==> config.mk <==
export PLATFORM = sky130hd
export DESIGN_NAME = control_barrido_rtc
export DESIGN_NICKNAME = d
export VERILOG_FILES = /design/src/rtl/control_barrido_rtc_pkg.sv /design/src/rtl/control_barrido_rtc_tabla_direc.sv /design/src/rtl/control_barrido_rtc.sv
export SDC_FILE = /design/constraint.sdc
export NUM_CORES = 1
export LEC_CHECK = 0
export BUFFER_PORTS_ARGS = -buffer_cell sky130_fd_sc_hd__buf_2
export CAP_MARGIN = 20
export CORE_MARGIN = 3
export CORE_UTILIZATION = 46
export CTS_BUF_LIST = sky130_fd_sc_hd__clkbuf_4
export CTS_CLUSTER_SIZE = 20
export DETAILED_ROUTE_END_ITERATION = 7
export GPL_TIMING_DRIVEN = 1
export PLACE_DENSITY_LB_ADDON = 0.05
export SYNTH_ARGS = -nofsm -noshare
export SYNTH_HDL_FRONTEND = slang
export SYNTH_SLANG_ARGS = --single-unit
export TNS_END_PERCENT = 50
==> constraint.sdc <==
create_clock -name clk -period 3.5 [get_ports clk]
set_clock_uncertainty 0.15 [all_clocks]
set_input_delay 0.7 -clock clk [delete_from_list [all_inputs] [get_ports clk]]
set_output_delay 0.7 -clock clk [all_outputs]
set_load 0.05 [all_outputs]
==> src/rtl/control_barrido_rtc_pkg.sv <==
`default_nettype none
// ============================================================================
//  Module  : control_barrido_rtc_pkg
//  Purpose : Shared definitions for the RTC sweep controller: FSM state
//            encoding, sweep length and default transaction timeout.
//  Ports   : none (package)
//  Rev     : 1.0 - initial release
// ============================================================================
package control_barrido_rtc_pkg;

    typedef enum logic [2:0] {
        ST_IDLE  = 3'd0,
        ST_REQ   = 3'd1,
        ST_STORE = 3'd2,
        ST_NEXT  = 3'd3,
        ST_DONE  = 3'd4
    } state_t;

    // Number of RTC registers visited by one sweep
    localparam int         c_SWEEP_LEN       = 10;
    localparam logic [3:0] c_IDX_LAST        = 4'(c_SWEEP_LEN - 1);

    // Default number of unanswered REQ cycles before a sweep is aborted
    localparam int         c_TIMEOUT_DEFAULT = 255;

    // Local register index presented while no sweep slot is active
    localparam logic [3:0] c_MEM_ADDR_IDLE   = 4'hF;

endpackage : control_barrido_rtc_pkg
`default_nettype wire

==> src/rtl/control_barrido_rtc_tabla_direc.sv <==
`default_nettype none
// ============================================================================
//  Module  : tabla_direc_rtc
//  Purpose : Combinational map from sweep index to RTC register address.
//            Indices 0..6 cover the time/date block (8'h21..8'h27), 7..9 the
//            control block (8'h41..8'h43); anything else yields 8'h00.
//  Ports   : idx  [3:0] in  - sweep index
//            addr [7:0] out - RTC register address
//  Rev     : 1.0 - initial release
// ============================================================================
module tabla_direc_rtc (
    input  logic [3:0] idx,
    output logic [7:0] addr
);

    always_comb begin
        addr = 8'h00;
        case (idx)
            4'd0:    addr = 8'h21;
            4'd1:    addr = 8'h22;
            4'd2:    addr = 8'h23;
            4'd3:    addr = 8'h24;
            4'd4:    addr = 8'h25;
            4'd5:    addr = 8'h26;
            4'd6:    addr = 8'h27;
            4'd7:    addr = 8'h41;
            4'd8:    addr = 8'h42;
            4'd9:    addr = 8'h43;
            default: addr = 8'h00;
        endcase
    end

endmodule : tabla_direc_rtc
`default_nettype wire

==> src/rtl/control_barrido_rtc.sv <==
`default_nettype none
// ============================================================================
//  Module  : control_barrido_rtc
//  Purpose : Sweeps a fixed list of 10 RTC registers, either reading them
//            into a local register file (modo=0) or writing the local
//            registers out to the RTC (modo=1). Each RTC transaction waits
//            for rtc_ack, bounded by TIMEOUT cycles; a timeout aborts the
//            sweep and raises a sticky error flag.
//  Ports   : clk, reset (async, active low)
//            start, modo            - sweep request / direction
//            rtc_req/we/addr/wdata  - RTC transaction request
//            rtc_ack, rtc_rdata     - RTC completion and read data
//            mem_addr/we/wdata      - local register file write side
//            mem_rdata              - local register file read data (comb.)
//            busy, done, error      - status
//  Rev     : 1.0 - initial release
// ============================================================================
module control_barrido_rtc
    import control_barrido_rtc_pkg::*;
#(
    parameter int TIMEOUT = c_TIMEOUT_DEFAULT
) (
    input  logic       clk,
    input  logic       reset,
    input  logic       start,
    input  logic       modo,
    output logic       rtc_req,
    output logic       rtc_we,
    output logic [7:0] rtc_addr,
    output logic [7:0] rtc_wdata,
    input  logic       rtc_ack,
    input  logic [7:0] rtc_rdata,
    output logic [3:0] mem_addr,
    output logic       mem_we,
    output logic [7:0] mem_wdata,
    input  logic [7:0] mem_rdata,
    output logic       busy,
    output logic       done,
    output logic       error
);

    localparam int               CNT_W      = $clog2(TIMEOUT + 1);
    // An unanswered REQ cycle with the counter here brings it to TIMEOUT
    localparam logic [CNT_W-1:0] c_CNT_LAST = CNT_W'(TIMEOUT - 1);

    state_t           r_state,  w_state_nxt;
    logic [3:0]       r_idx,    w_idx_nxt;
    logic [CNT_W-1:0] r_cnt,    w_cnt_nxt;
    logic [7:0]       r_data,   w_data_nxt;
    logic             r_modo,   w_modo_nxt;
    logic             r_error,  w_error_nxt;
    logic [7:0]       w_tab_addr;

    tabla_direc_rtc u_tabla (
        .idx  (r_idx),
        .addr (w_tab_addr)
    );

    always_ff @(posedge clk or negedge reset) begin
        if (!reset) begin
            r_state <= ST_IDLE;
            r_idx   <= 4'd0;
            r_cnt   <= '0;
            r_data  <= 8'h00;
            r_modo  <= 1'b0;
            r_error <= 1'b0;
        end else begin
            r_state <= w_state_nxt;
            r_idx   <= w_idx_nxt;
            r_cnt   <= w_cnt_nxt;
            r_data  <= w_data_nxt;
            r_modo  <= w_modo_nxt;
            r_error <= w_error_nxt;
        end
    end

    // Outputs decode from the registered state only, so an asynchronous
    // reset drives every output to its idle value without waiting for clk.
    always_comb begin
        w_state_nxt = r_state;
        w_idx_nxt   = r_idx;
        w_cnt_nxt   = r_cnt;
        w_data_nxt  = r_data;
        w_modo_nxt  = r_modo;
        w_error_nxt = r_error;

        rtc_req     = 1'b0;
        rtc_we      = 1'b0;
        rtc_addr    = 8'h00;
        rtc_wdata   = 8'h00;
        mem_addr    = c_MEM_ADDR_IDLE;
        mem_we      = 1'b0;
        mem_wdata   = 8'h00;
        busy        = 1'b1;
        done        = 1'b0;

        case (r_state)
            ST_IDLE: begin
                busy = 1'b0;
                if (start) begin
                    w_modo_nxt  = modo;
                    w_idx_nxt   = 4'd0;
                    w_error_nxt = 1'b0;
                    w_cnt_nxt   = '0;
                    w_state_nxt = ST_REQ;
                end
            end

            ST_REQ: begin
                rtc_req   = 1'b1;
                rtc_we    = r_modo;
                rtc_addr  = w_tab_addr;
                rtc_wdata = r_modo ? mem_rdata : 8'h00;
                mem_addr  = r_idx;
                if (rtc_ack) begin
                    if (r_modo) begin
                        w_state_nxt = ST_NEXT;
                    end else begin
                        w_data_nxt  = rtc_rdata;
                        w_state_nxt = ST_STORE;
                    end
                end else if (r_cnt == c_CNT_LAST) begin
                    // Abort without touching the local registers
                    w_error_nxt = 1'b1;
                    w_state_nxt = ST_DONE;
                end else begin
                    w_cnt_nxt = r_cnt + 1'b1;
                end
            end

            ST_STORE: begin
                mem_addr    = r_idx;
                mem_we      = 1'b1;
                mem_wdata   = r_data;
                w_state_nxt = ST_NEXT;
            end

            ST_NEXT: begin
                mem_addr = r_idx;
                if (r_idx == c_IDX_LAST) begin
                    w_state_nxt = ST_DONE;
                end else begin
                    w_idx_nxt   = r_idx + 4'd1;
                    w_cnt_nxt   = '0;
                    w_state_nxt = ST_REQ;
                end
            end

            ST_DONE: begin
                done        = 1'b1;
                w_state_nxt = ST_IDLE;
            end

            default: begin
                w_state_nxt = ST_IDLE;
            end
        endcase
    end

    assign error = r_error;

endmodule : control_barrido_rtc
`default_nettype wire

[Yosys cells after proc, flatten, opt, wreduce, memory -nomap -nowiden]
Memory sizes are Yosys's and may differ from the RTL's.
Index checks and enable logic that the tools add are counted.
Storage, ports and cells
  latch bits: 0
  memories: 1
  bits in registers: 25
  logic and storage cells: 61
  input bits: 21
  memory bits (read-only): 80
  bits in writable memories: 0
  output and inout bits: 34
Memory list
  (no name shown): depth 16, width 5, rd ports 1, clocked after memory_dff 0, write ports 0, line control_barrido_rtc_tabla_direc.sv:18  | case (idx)
Cells by class
  shift-type cells: 0
  divide/modulo/power cells: 0
  muxes and demuxes: 28
  reduce and logical (&&, ||, !) cells: 11
  bitwise gates (word level): 1
  add/subtract/negate cells: 2
  multipliers: 0
  order comparisons: 0
  equal/unequal tests: 12
Operator list (count)
  $mux 8: 8
  $pmux 8 s3: 1
  $mux 3: 4
  $mux 4: 3
  $pmux 3 s4: 1
  $ne 2x2->1 const B: 5
  $mux 1: 9
  $add 8x1->8 const B: 1
  $eq 8x8->1 const B: 1
  $pmux 4 s2: 1
  $eq 3x2->1 const B: 2
  $reduce_and 3->1: 2
  $reduce_and 5->1: 1
  $add 4x1->4 const B: 1
  $eq 4x4->1 const B: 1
  $reduce_and 2->1: 2
  $reduce_and 4->1: 1
  $reduce_bool 2->1: 2
  $eq 3x1->1 const B: 1
  $eq 3x3->1 const B: 1
  $logic_not 3->1: 1
  $ne 3x3->1 const B: 1
  $reduce_bool 3->1: 1
  $reduce_or 3->1: 1
  2 further kinds: 2

[Depth between registers and ports, before layout]
Gate-level depths: netlist of the first run.
  depth after elaboration: 4
  depth in mapped cells: 7

[Hierarchy]
Synthesis of the first run repeated with hierarchy kept, for this count alone.
Unflattened totals
  cells, all modules: 176
  area total of the unflattened synthesis: 1632.8 µm²
By module, submodules not included
  control_barrido_rtc: times used 1, seq. area each 625.6 µm², cells an instance 159, area each 1511.4 µm²
  tabla_direc_rtc: times used 1, seq. area each 0.0 µm², cells an instance 17, area each 121.4 µm²

[Least setup slack after synthesis of the first run]
Ideal clock, no wire load.
  path kind: reg-to-output
  from: reg r_state[1]
  to: out mem_wdata[0]
  cell stages (with the launch flop): 4
  slack: -0.045 ns
  buffers on the path: 1
  arrival: 2.695 ns
  data required time: 2.650 ns
  cell sequence: dfrtp_1 > clkbuf_1 > nor3b_1 > and2_1
Between the ends
  cells in the longest elaborated chain, start to end: 2
Ends and longest elaborated chain
  from (decl): line control_barrido_rtc.sv:46  | state_t r_state, w_state_nxt;
  from (signal assigned): line control_barrido_rtc.sv:68  | r_state <= w_state_nxt;
  $eq 3x2->1: line control_barrido_rtc.sv:97  | case (r_state)
  $mux 8: line control_barrido_rtc.sv:97
  to (decl): line control_barrido_rtc.sv:35  | output logic [7:0] mem_wdata,
No other way between the ends.

[Final worst setup path of the first run]
  from: reg r_state[0]
  to: out rtc_addr[2]
Between the ends
  cells in the longest elaborated chain, start to end: 2
Ends and longest elaborated chain
  $eq 3x1->1: line control_barrido_rtc.sv:97
  $mux 8: line control_barrido_rtc.sv:97
  to (decl): line control_barrido_rtc.sv:29  | output logic [7:0] rtc_addr,
No other way between the ends.

==> impl_metrics.env, run 1 <==
export IMPL_status="finished, final reports clean"
export IMPL_synth_ff_type="dfrtp_1"
export IMPL_first_pass_iters=4
export IMPL_diodes=0
export IMPL_seqCellArea_um2=626
export IMPL_start_util_pct=49.1
export IMPL_synthCells=162
export IMPL_dieArea_um2=4070
export IMPL_nFillCells=291
export IMPL_cts_root_buf="clkbuf_4"
export IMPL_die_w_um=63.8
export IMPL_synth_area_um2=1540
export IMPL_stdcell_area_um2=1830
export IMPL_grt_antenna_before_repair=0
export IMPL_dr_first_iter_drc_count=78
export IMPL_ys_seq_area_share_pct=40.7
export IMPL_crit_path_max_fanout=8
export IMPL_min_period_ns=2.81
export IMPL_fp_coreArea_um2=3130
export IMPL_start_kind="flip-flop"
export IMPL_wl_per_cell_um=13.1
export IMPL_cp_required_ns=2.65
export IMPL_finalSetupTns_ns=0
export IMPL_endpoint_kind="output pin"
export IMPL_avgSynthCellArea_um2=9.48
export IMPL_worstMarginPinSlew_ns=0.603
export IMPL_grt_pass1_vias=1252
export IMPL_numCtsBuffers=3
export IMPL_slew_violations=0
export IMPL_rows=20
export IMPL_vias_per_cell=5.36
export IMPL_die_h_um=63.8
export IMPL_io_buffers=51
export IMPL_drive_above_1_share_pct=34.1
export IMPL_wl_mm=3.29
export IMPL_grt_setup_unrepaired="false"
export IMPL_path_clk_slew_ns=0.13
export IMPL_ys_warn_count=0
export IMPL_hold_path_class="in2async"
export IMPL_critical_path_class="reg2out"
export IMPL_route_detailed_drc=0
export IMPL_synth_cell_type_count=43
export IMPL_timing_fmax_mhz=356
export IMPL_vias=1350
export IMPL_yosysTopAreaCellShare_pct=40.7
export IMPL_power_density_nw_per_um2=995
export IMPL_place_congestion=0.785
export IMPL_post_cts_buffers=0
export IMPL_multi_input_area_um2=823
export IMPL_hpwl_mm=2.52
export IMPL_leakage_nw=0.977
export IMPL_synth_edf_count=0
export IMPL_cts_tree="yes"
export IMPL_layout_worst_path_cycle_share_pct=80.2
export IMPL_clk_latency_ns=0.32
export IMPL_holdBufCountCts=0
export IMPL_async_flop_share_pct=100
export IMPL_setup_viol=0
export IMPL_areaGrowthSynthToFinish_pct=19.1
export IMPL_gr_total_overflow=0
export IMPL_cp_arrival_ns=1.96
export IMPL_io_pins=55
export IMPL_cts_max_path_buffers=2
export IMPL_cts_max_level=1
export IMPL_post_dp_cell_area_um2=1800
export IMPL_slew_limit_headroom_pct=59.6
export IMPL_yosys_register_bits=25
export IMPL_nets=237
export IMPL_synthTopCellsByArea="dfrtp_1 41%, mux2_2 6.6%, ha_1 5.7%"
export IMPL_cts_resized=0
export IMPL_grt_pass1_wl_mm=5.62
export IMPL_grt_use_total_pct=17.2
export IMPL_clock_sinks=25
export IMPL_cap_violations=0
export IMPL_grt_max_degree=26
export IMPL_vdd_drop_max_mv=0.416
export IMPL_synth_top_area_cell="dfrtp_1"
export IMPL_drtAntennaViolNets=0
export IMPL_hold_viol=0
==> worst max-delay path: stages, from the launching register on <==
cell and delay, ns:
dfrtp_1 0.48, nor2b_2 0.27, nand2b_1 0.19, a211oi_1 0.29, o21a_1 0.16, buf_2 0.25
==> per-stage QoR <==
step	setup slack (ns)	power [mW]	hold WS, ns	util, %	instances
after floorplan	-0.0447	1.46	0.254	-	164
after global placement	1.11	1.68	0.332	57.6	248
after detailed placement	1.05	1.70	0.342	57.6	248
after CTS	0.669	1.83	0.200	58.5	252
after global routing	0.537	1.95	0.232	58.5	252
final	0.694	1.82	0.200	58.5	252
==> where the power goes <==
group / switching [mW] / internal [mW] / total [mW]
clock: 0.0789 / 0.0523 / 0.131
sequential: 0.148 / 0.398 / 0.546
combinational: 0.806 / 0.338 / 1.14
total: 1.03 / 0.789 / 1.82
==> synth_stat cells, types with 4 or more instances <==
cell / count
dfrtp_1: 25
and2_1: 12
and3_1: 10
mux2_2: 9
nand2_1: 9
nor2_1: 9
inv_1: 8
clkbuf_1: 7
ha_1: 7
nand3_1: 6
or3_1: 6
o21ai_0: 5
buf_4: 4
==> kinds of logic (layout without fill, tap and decap cells) <==
kind of cell / Yosys count / in the layout / synth area share [%]
flip-flops: 25 / 25 / 40.7
other: 1 / 3 / 0.244
XOR/XNOR: 1 / 1 / 0.570
buffers and inverters: 21 / 65 / 6.19
multiplexers: 9 / 9 / 6.60
adder cells (fa/ha/maj): 7 / 7 / 5.70
AO/OA/AOI/OAI: 29 / 29 / 13.8
AND/OR/NAND/NOR: 69 / 69 / 26.1
==> final timing paths <==
| check | start | endpoint | slack (ns) | cells after the start |
|---|---|---|---|---|
| min in group clk | r_data[5] | r_data[5] | 0.36 | 1 |
| max reg2reg | r_state[0] | r_data[4] | 1.21 | 6 |
| min | reset | r_cnt[2] | 0.20 | 1 |
| max in group asynchronous | reset | r_data[0] | 2.63 | 1 |
| max | r_state[0] | rtc_addr[2] | 0.69 | 5 |
| min reg2reg | r_data[5] | r_data[5] | 0.36 | 1 |
==> routing by layer <==
metal,track usage [%],share of wire (%),up-vias
met5,0,0,-
met4,6.47,1.2,0
met3,3.16,9.7,4
met2,29.9,47,68
met1,21.0,42,618
li1,-,-,660
==> layout make-up <==
class	count	area share [%]
inverters	9	1.85
repair buffers	52	14.4
flip-flops and latches	25	34.2
multi-input cells	118	45.0
well taps	44	3.01
clock buffers	4	1.64
==> cells in the final DEF, fill, tap and decap left out, types with 2 or more instances in the layout <==
cell type   n
a21o_1      2
a21oi_1     3
a31oi_1     3
a41oi_1     3
and2_1     12
and3_1     10
buf_2      51
clkbuf_4    4
conb_1      3
dfrtp_1    25
ha_1        7
inv_1       8
mux2_2      9
nand2_1     9
nand2b_1    2
nand3_1     6
nand4_1     2
nor2_1      9
nor3_1      2
nor3b_1     3
o211ai_1    3
o21ai_0     5
o41ai_1     2
or3_1       6
==> sequential cells by signal, summed over array words and instances, names as in the netlist <==
| signal | flops |
|---|---|
| r_idx | 4 |
| r_cnt | 8 |
| r_modo | 1 |
| error | 1 |
| r_data | 8 |
| r_state | 3 |
Note: power is estimated with default switching activity, not from simulation.
==> run 2, diff against run 1 <==
==> constraint.sdc (replaced) <==
create_clock -name clk -period 2.5 [get_ports clk]
set_clock_uncertainty 0.15 [all_clocks]
set_input_delay 0.5 -clock clk [delete_from_list [all_inputs] [get_ports clk]]
set_output_delay 0.5 -clock clk [all_outputs]
set_load 0.05 [all_outputs]
==> run 2 against run 1 <==
  * Register-to-register slack worse by 0.88 ns
  * Critical endpoint is now rtc_wdata[5]
  * Via count shrank 1.4%
  * Routed wire length increased by 1.4%
  * Critical path depth did not move
  * Non-clock buffer count grew 2
==> impl_metrics.env, run 2 (same netlist as run 1, synthesis figures left out) <==
export IMPL_status="finished, final reports clean"
export IMPL_fin_total_pwr_mw=2.65
export IMPL_gr_total_overflow=0
export IMPL_crit_path_max_fanout=17
export IMPL_rows=20
export IMPL_hold_viol=0
export IMPL_hold_worst_slack_ns=0.000524
export IMPL_endpoint_kind="output pin"
export IMPL_min_period_ns=2.39
export IMPL_final_common_cell="buf_2"
export IMPL_drtAntennaViolNets=0
export IMPL_cts_tree="yes"
export IMPL_cts_max_path_buffers=2
export IMPL_worstMarginPinSlew_ns=0.611
export IMPL_cp_arrival_ns=1.74
export IMPL_numCtsBuffers=3
export IMPL_areaGrowthSynthToFinish_pct=23.9
export IMPL_power_density_nw_per_um2=1390
export IMPL_instances_no_fill=254
export IMPL_path_clk_slew_ns=0.13
export IMPL_stdcell_area_um2=1900
export IMPL_grt_pass1_vias=1227
export IMPL_critical_path_class="reg2out"
export IMPL_io_pins=55
export IMPL_post_dp_cell_area_um2=1830
export IMPL_cp_required_ns=1.85
export IMPL_timing_fmax_mhz=418
export IMPL_crit_buf_inv=2
export IMPL_crit_chain="nor2b_4 > nand2b_2 > inv_4 > and3_1 > buf_2"
export IMPL_vias_per_cell=5.24
export IMPL_cp_top_family="flip-flops"
export IMPL_grt_setup_unrepaired="true"
export IMPL_cts_max_level=1
export IMPL_grt_antenna_before_repair=0
export IMPL_fp_coreArea_um2=3130
export IMPL_leakage_nw=0.990
export IMPL_slew_violations=0
export IMPL_io_buffers=51
export IMPL_preCtsSetupSlack_ns=0.141
export IMPL_vdd_drop_max_mv=0.585
export IMPL_cap_violations=0
export IMPL_setup_viol=0
export IMPL_first_pass_iters=4
export IMPL_die_h_um=63.8
export IMPL_dr_first_iter_drc_count=62
export IMPL_ff2ff_setup_slack_ns=0.33
export IMPL_nFillCells=274
export IMPL_grt_use_total_pct=17.1
export IMPL_start_kind="flip-flop"
export IMPL_dieArea_um2=4070
export IMPL_layout_worst_path_cycle_share_pct=95.6
export IMPL_vias=1331
export IMPL_grt_max_degree=26
export IMPL_route_detailed_drc=0
export IMPL_clk_latency_ns=0.30
export IMPL_top_regs="r_cnt x8, r_data x8, r_idx x4"
export IMPL_wl_mm=3.34
export IMPL_clock_sinks=25
export IMPL_diodes=0
export IMPL_wl_per_cell_um=13.1
export IMPL_die_w_um=63.8
export IMPL_hold_path_class="in2async"
export IMPL_slew_limit_headroom_pct=59.0
export IMPL_dp_cells=249
export IMPL_crit_slowest_cell="dfrtp_2"
export IMPL_setup_ws_ns=0.110
export IMPL_holdBufCountCts=0
export IMPL_hpwl_mm=2.60
export IMPL_nets=239
export IMPL_place_congestion=0.788
export IMPL_start_util_pct=49.1
export IMPL_slowest_delay_ns=0.52
export IMPL_multi_input_area_um2=856
export IMPL_grt_pass1_wl_mm=5.65
export IMPL_drive_above_1_share_pct=38.1
export IMPL_cts_root_buf="clkbuf_4"
export IMPL_final_cell_mix="43 x buf_2, 22 x dfrtp_1, 12 x and2_1, 12 x clkbuf_4, 10 x and3_1"
export IMPL_seqCellArea_um2=629
[run 2: changes by cell type in the layout (fill, tap and decap cells not counted), moves of 2 or more]
cell	previous run	this run
clkbuf_4	4	12
buf_4	1	3
dfrtp_2	0	3
dfrtp_1	25	22
buf_2	51	43
[run 2: worst paths after layout]
check / startpoint / end / depth (start not counted)
min in group clk: rtc_rdata[3] / r_data[3] / 2
max: r_state[2] / rtc_wdata[5] / 5
max reg2reg: r_state[1] / r_cnt[3] / 4
max in group asynchronous: reset / r_idx[0] / 1
min: reset / r_cnt[5] / 1
min reg2reg: r_data[4] / r_data[4] / 1
[run 2: final cells by class]
cell class                 count  area share [%]
clock buffer                   4            1.58
tap                           44            2.89
sequential                    25            33.0
timing repair buffer          54            15.6
multi-input combinational    118            44.9
inverter                       9            1.91
[run 2: through the flow]
stage,TNS [ns],utilization [%]
after floorplan,-0.337,-
after global placement,0,58.6
after detailed placement,0,58.6
after CTS,0,59.8
after global routing,-0.00299,60.9
final,0,60.9
[run 2: routing by layer]
metal / global-route usage (%) / up-vias / wire, µm
met2: 29.3 / 46 / 1570
met4: 4.04 / 0 / 20
met1: 22.1 / 620 / 1520
li1: - / 663 / -
met3: 3.16 / 2 / 230
met5: 0 / - / 0
[run 2: repair_timing]
| item | in CTS | in global routing |
|---|---|---|
| resized for setup | 3 | 11 |
| buffers inserted | 0 | 1 |
| setup endpoints to repair | 12 | 20 |
[run 2: worst reg2reg max path: stages, from the launching register on]
cell and delay [ns]:
dfrtp_1 0.53, or4b_1 0.70, a21oi_1 0.36, a41oi_1 0.16, a31oi_1 0.19
[run 2: power breakdown]
group	switching, mW	total (mW)	internal (mW)
Sequential	0.213	0.775	0.562
Combinational	1.16	1.69	0.533
Clock	0.108	0.181	0.0730
==> run 3, diff against run 2 <==
--- a/config.mk
+++ b/config.mk
@@ -5,8 +5,9 @@
 export SDC_FILE = /design/constraint.sdc
 export NUM_CORES = 1
 export LEC_CHECK = 0
+export ABC_AREA = 1
 export BUFFER_PORTS_ARGS = -buffer_cell sky130_fd_sc_hd__buf_2
-export CAP_MARGIN = 20
+export CAP_MARGIN = 40
 export CORE_MARGIN = 3
 export CORE_UTILIZATION = 46
 export CTS_BUF_LIST = sky130_fd_sc_hd__clkbuf_4
==> run 3 against run 2 <==
  * The run now ends with hold timing left
  * Register-to-register slack gained 0.44 ns
  * Combinational power is essentially flat
  * Critical path depth shrank 1
  * Die area grew 6.6%
  * Sequential power shrank 17%
  * Global-route usage grew 0.83 points
  * Worst setup slack gained 0.030 ns
  * Fmax grew 1.3%
==> impl_metrics.env, run 3 <==
export IMPL_status="finished, violations left"
export IMPL_violations="hold timing"
export IMPL_top_regs="r_cnt x8, r_data x8, r_idx x4"
export IMPL_yosysTopAreaCellShare_pct=37.9
export IMPL_place_congestion=0.851
export IMPL_gr_total_overflow=0
export IMPL_synth_area_um2=1650
export IMPL_drtAntennaViolNets=0
export IMPL_synth_ff_type="dfrtp_1"
export IMPL_ys_seq_area_share_pct=37.9
export IMPL_timing_fmax_mhz=424
export IMPL_hold_viol=25
export IMPL_cp_required_ns=1.85
export IMPL_hold_worst_slack_ns=-0.00963
export IMPL_crit_path_max_fanout=6
export IMPL_path_clk_slew_ns=0.14
export IMPL_route_detailed_drc=0
export IMPL_yosysMostFrequentCell="nand2_1"
export IMPL_yosys_register_bits=25
export IMPL_fp_coreArea_um2=3390
export IMPL_clk_latency_ns=0.32
export IMPL_fin_total_pwr_mw=2.56
export IMPL_grt_pass1_wl_mm=6.13
export IMPL_ys_warn_count=0
export IMPL_vias=1525
export IMPL_slew_limit_headroom_pct=62.3
export IMPL_reg2reg_from="r_state[1]"
export IMPL_slew_violations=0
export IMPL_dieArea_um2=4340
export IMPL_async_flop_share_pct=100
export IMPL_rows=21
export IMPL_worstMarginPinSlew_ns=0.566
export IMPL_leakage_nw=1.11
export IMPL_netlist_top_cells_count="66 x nand2_1, 48 x nor2_1, 25 x dfrtp_1, 25 x inv_1, 12 x a21oi_1"
export IMPL_layout_worst_path_cycle_share_pct=94.4
export IMPL_final_cell_mix="66 x nand2_1, 51 x buf_2, 47 x nor2_1"
export IMPL_cts_tree="yes"
export IMPL_cts_root_buf="clkbuf_4"
export IMPL_synth_cell_type_count=32
export IMPL_cap_violations=0
export IMPL_grt_antenna_before_repair=0
export IMPL_preCtsSetupSlack_ns=0.518
export IMPL_vdd_drop_max_mv=0.663
export IMPL_avgSynthCellArea_um2=6.99
export IMPL_synthCells=236
export IMPL_nets=314
export IMPL_min_period_ns=2.36
export IMPL_synthTopCellsByArea="dfrtp_1 38%, nand2_1 15%, nor2_1 11%"
export IMPL_cp_arrival_ns=1.71
export IMPL_synth_top_area_cell="dfrtp_1"
export IMPL_numCtsBuffers=3
export IMPL_endpoint_kind="output pin"
export IMPL_grt_setup_unrepaired="false"
export IMPL_wl_mm=3.52
export IMPL_dp_cells=327
export IMPL_cts_max_level=1
export IMPL_cts_resized=0
export IMPL_wl_per_cell_um=10.6
export IMPL_power_density_nw_per_um2=1300
export IMPL_start_kind="flip-flop"
export IMPL_holdBufCountCts=0
export IMPL_synth_edf_count=0
export IMPL_hpwl_mm=2.73
export IMPL_io_pins=55
export IMPL_drive_above_1_share_pct=25.3
export IMPL_crit_start="r_idx[0]"
export IMPL_setup_viol=0
export IMPL_vias_per_cell=4.61
export IMPL_die_w_um=65.9
export IMPL_io_buffers=51
export IMPL_critical_path_class="reg2out"
export IMPL_start_util_pct=48.7
export IMPL_first_pass_iters=4
export IMPL_final_common_cell="nand2_1"
export IMPL_grt_use_total_pct=17.9
export IMPL_setup_ws_ns=0.140
export IMPL_clock_sinks=25
export IMPL_cts_max_path_buffers=2
export IMPL_instances_no_fill=331
export IMPL_final_core_util_pct=57.9
export IMPL_die_h_um=65.9
export IMPL_areaGrowthSynthToFinish_pct=19.0
export IMPL_hold_path_class="in2async"
export IMPL_grt_max_degree=26
export IMPL_post_cts_buffers=0
export IMPL_diodes=0
export IMPL_grt_pass1_vias=1416
export IMPL_dr_first_iter_drc_count=91
run 3: per-layer routing:
layer | part of all wire (%) | global-route usage, %
met4 | 0.82 | 3.89
met2 | 44 | 28.3
met5 | 0 | 0
met3 | 5.0 | 2.72
met1 | 50 | 25.7
run 3: area by class of cell:
cell class	count	area, µm²
inverters	27	101
multi-input cells	177	886
clock buffers	3	22.5
clock inverters	1	7.51
fillers	361	1430
flip-flops and latches	25	626
repair buffers	52	263
well taps	46	57.6
run 3: final timing paths:
check	to	slack (ns)	cells after the start
worst max-delay path	rtc_addr[2]	0.14	4
worst min-delay path	r_idx[1]	-0.01	1
worst max register to register	r_state[2]	0.77	8
worst min register to register	r_data[7]	0.37	2
max in group asynchronous	r_data[4]	1.84	1
min in group clk	r_modo	0.22	3
run 3: power breakdown:
group | total [mW] | switching (mW) | internal (mW)
registers | 0.644 | 0.117 | 0.527
logic | 1.72 | 1.32 | 0.400
clock network | 0.192 | 0.130 | 0.0612
run 3: critical path, cell delays in order, from the launching register on:
cell	delay, ns
dfrtp_1	0.47
ha_1	0.26
a211oi_4	0.25
o21a_1	0.14
buf_2	0.25
run 3: cell families (layout without fill, tap and decap cells):
logic type,count (synthesis),count (layout),share of synthesized area [%]
AO/OA/AOI/OAI,24,24,7.97
XOR/XNOR,5,5,2.66
adder cells (fa/ha/maj),7,7,5.31
buffers and inverters,36,83,9.94
flip-flops,25,25,37.9
other,1,3,0.227
AND/OR/NAND/NOR,138,138,36.0
run 3: stage by stage:
step / TNS, ns / area [µm²]
global route: 0 / 1960
global placement: 0 / 1930
CTS: 0 / 1960
detailed placement: 0 / 1930
floorplan: -0.0463 / 1680
finish: 0 / 1960
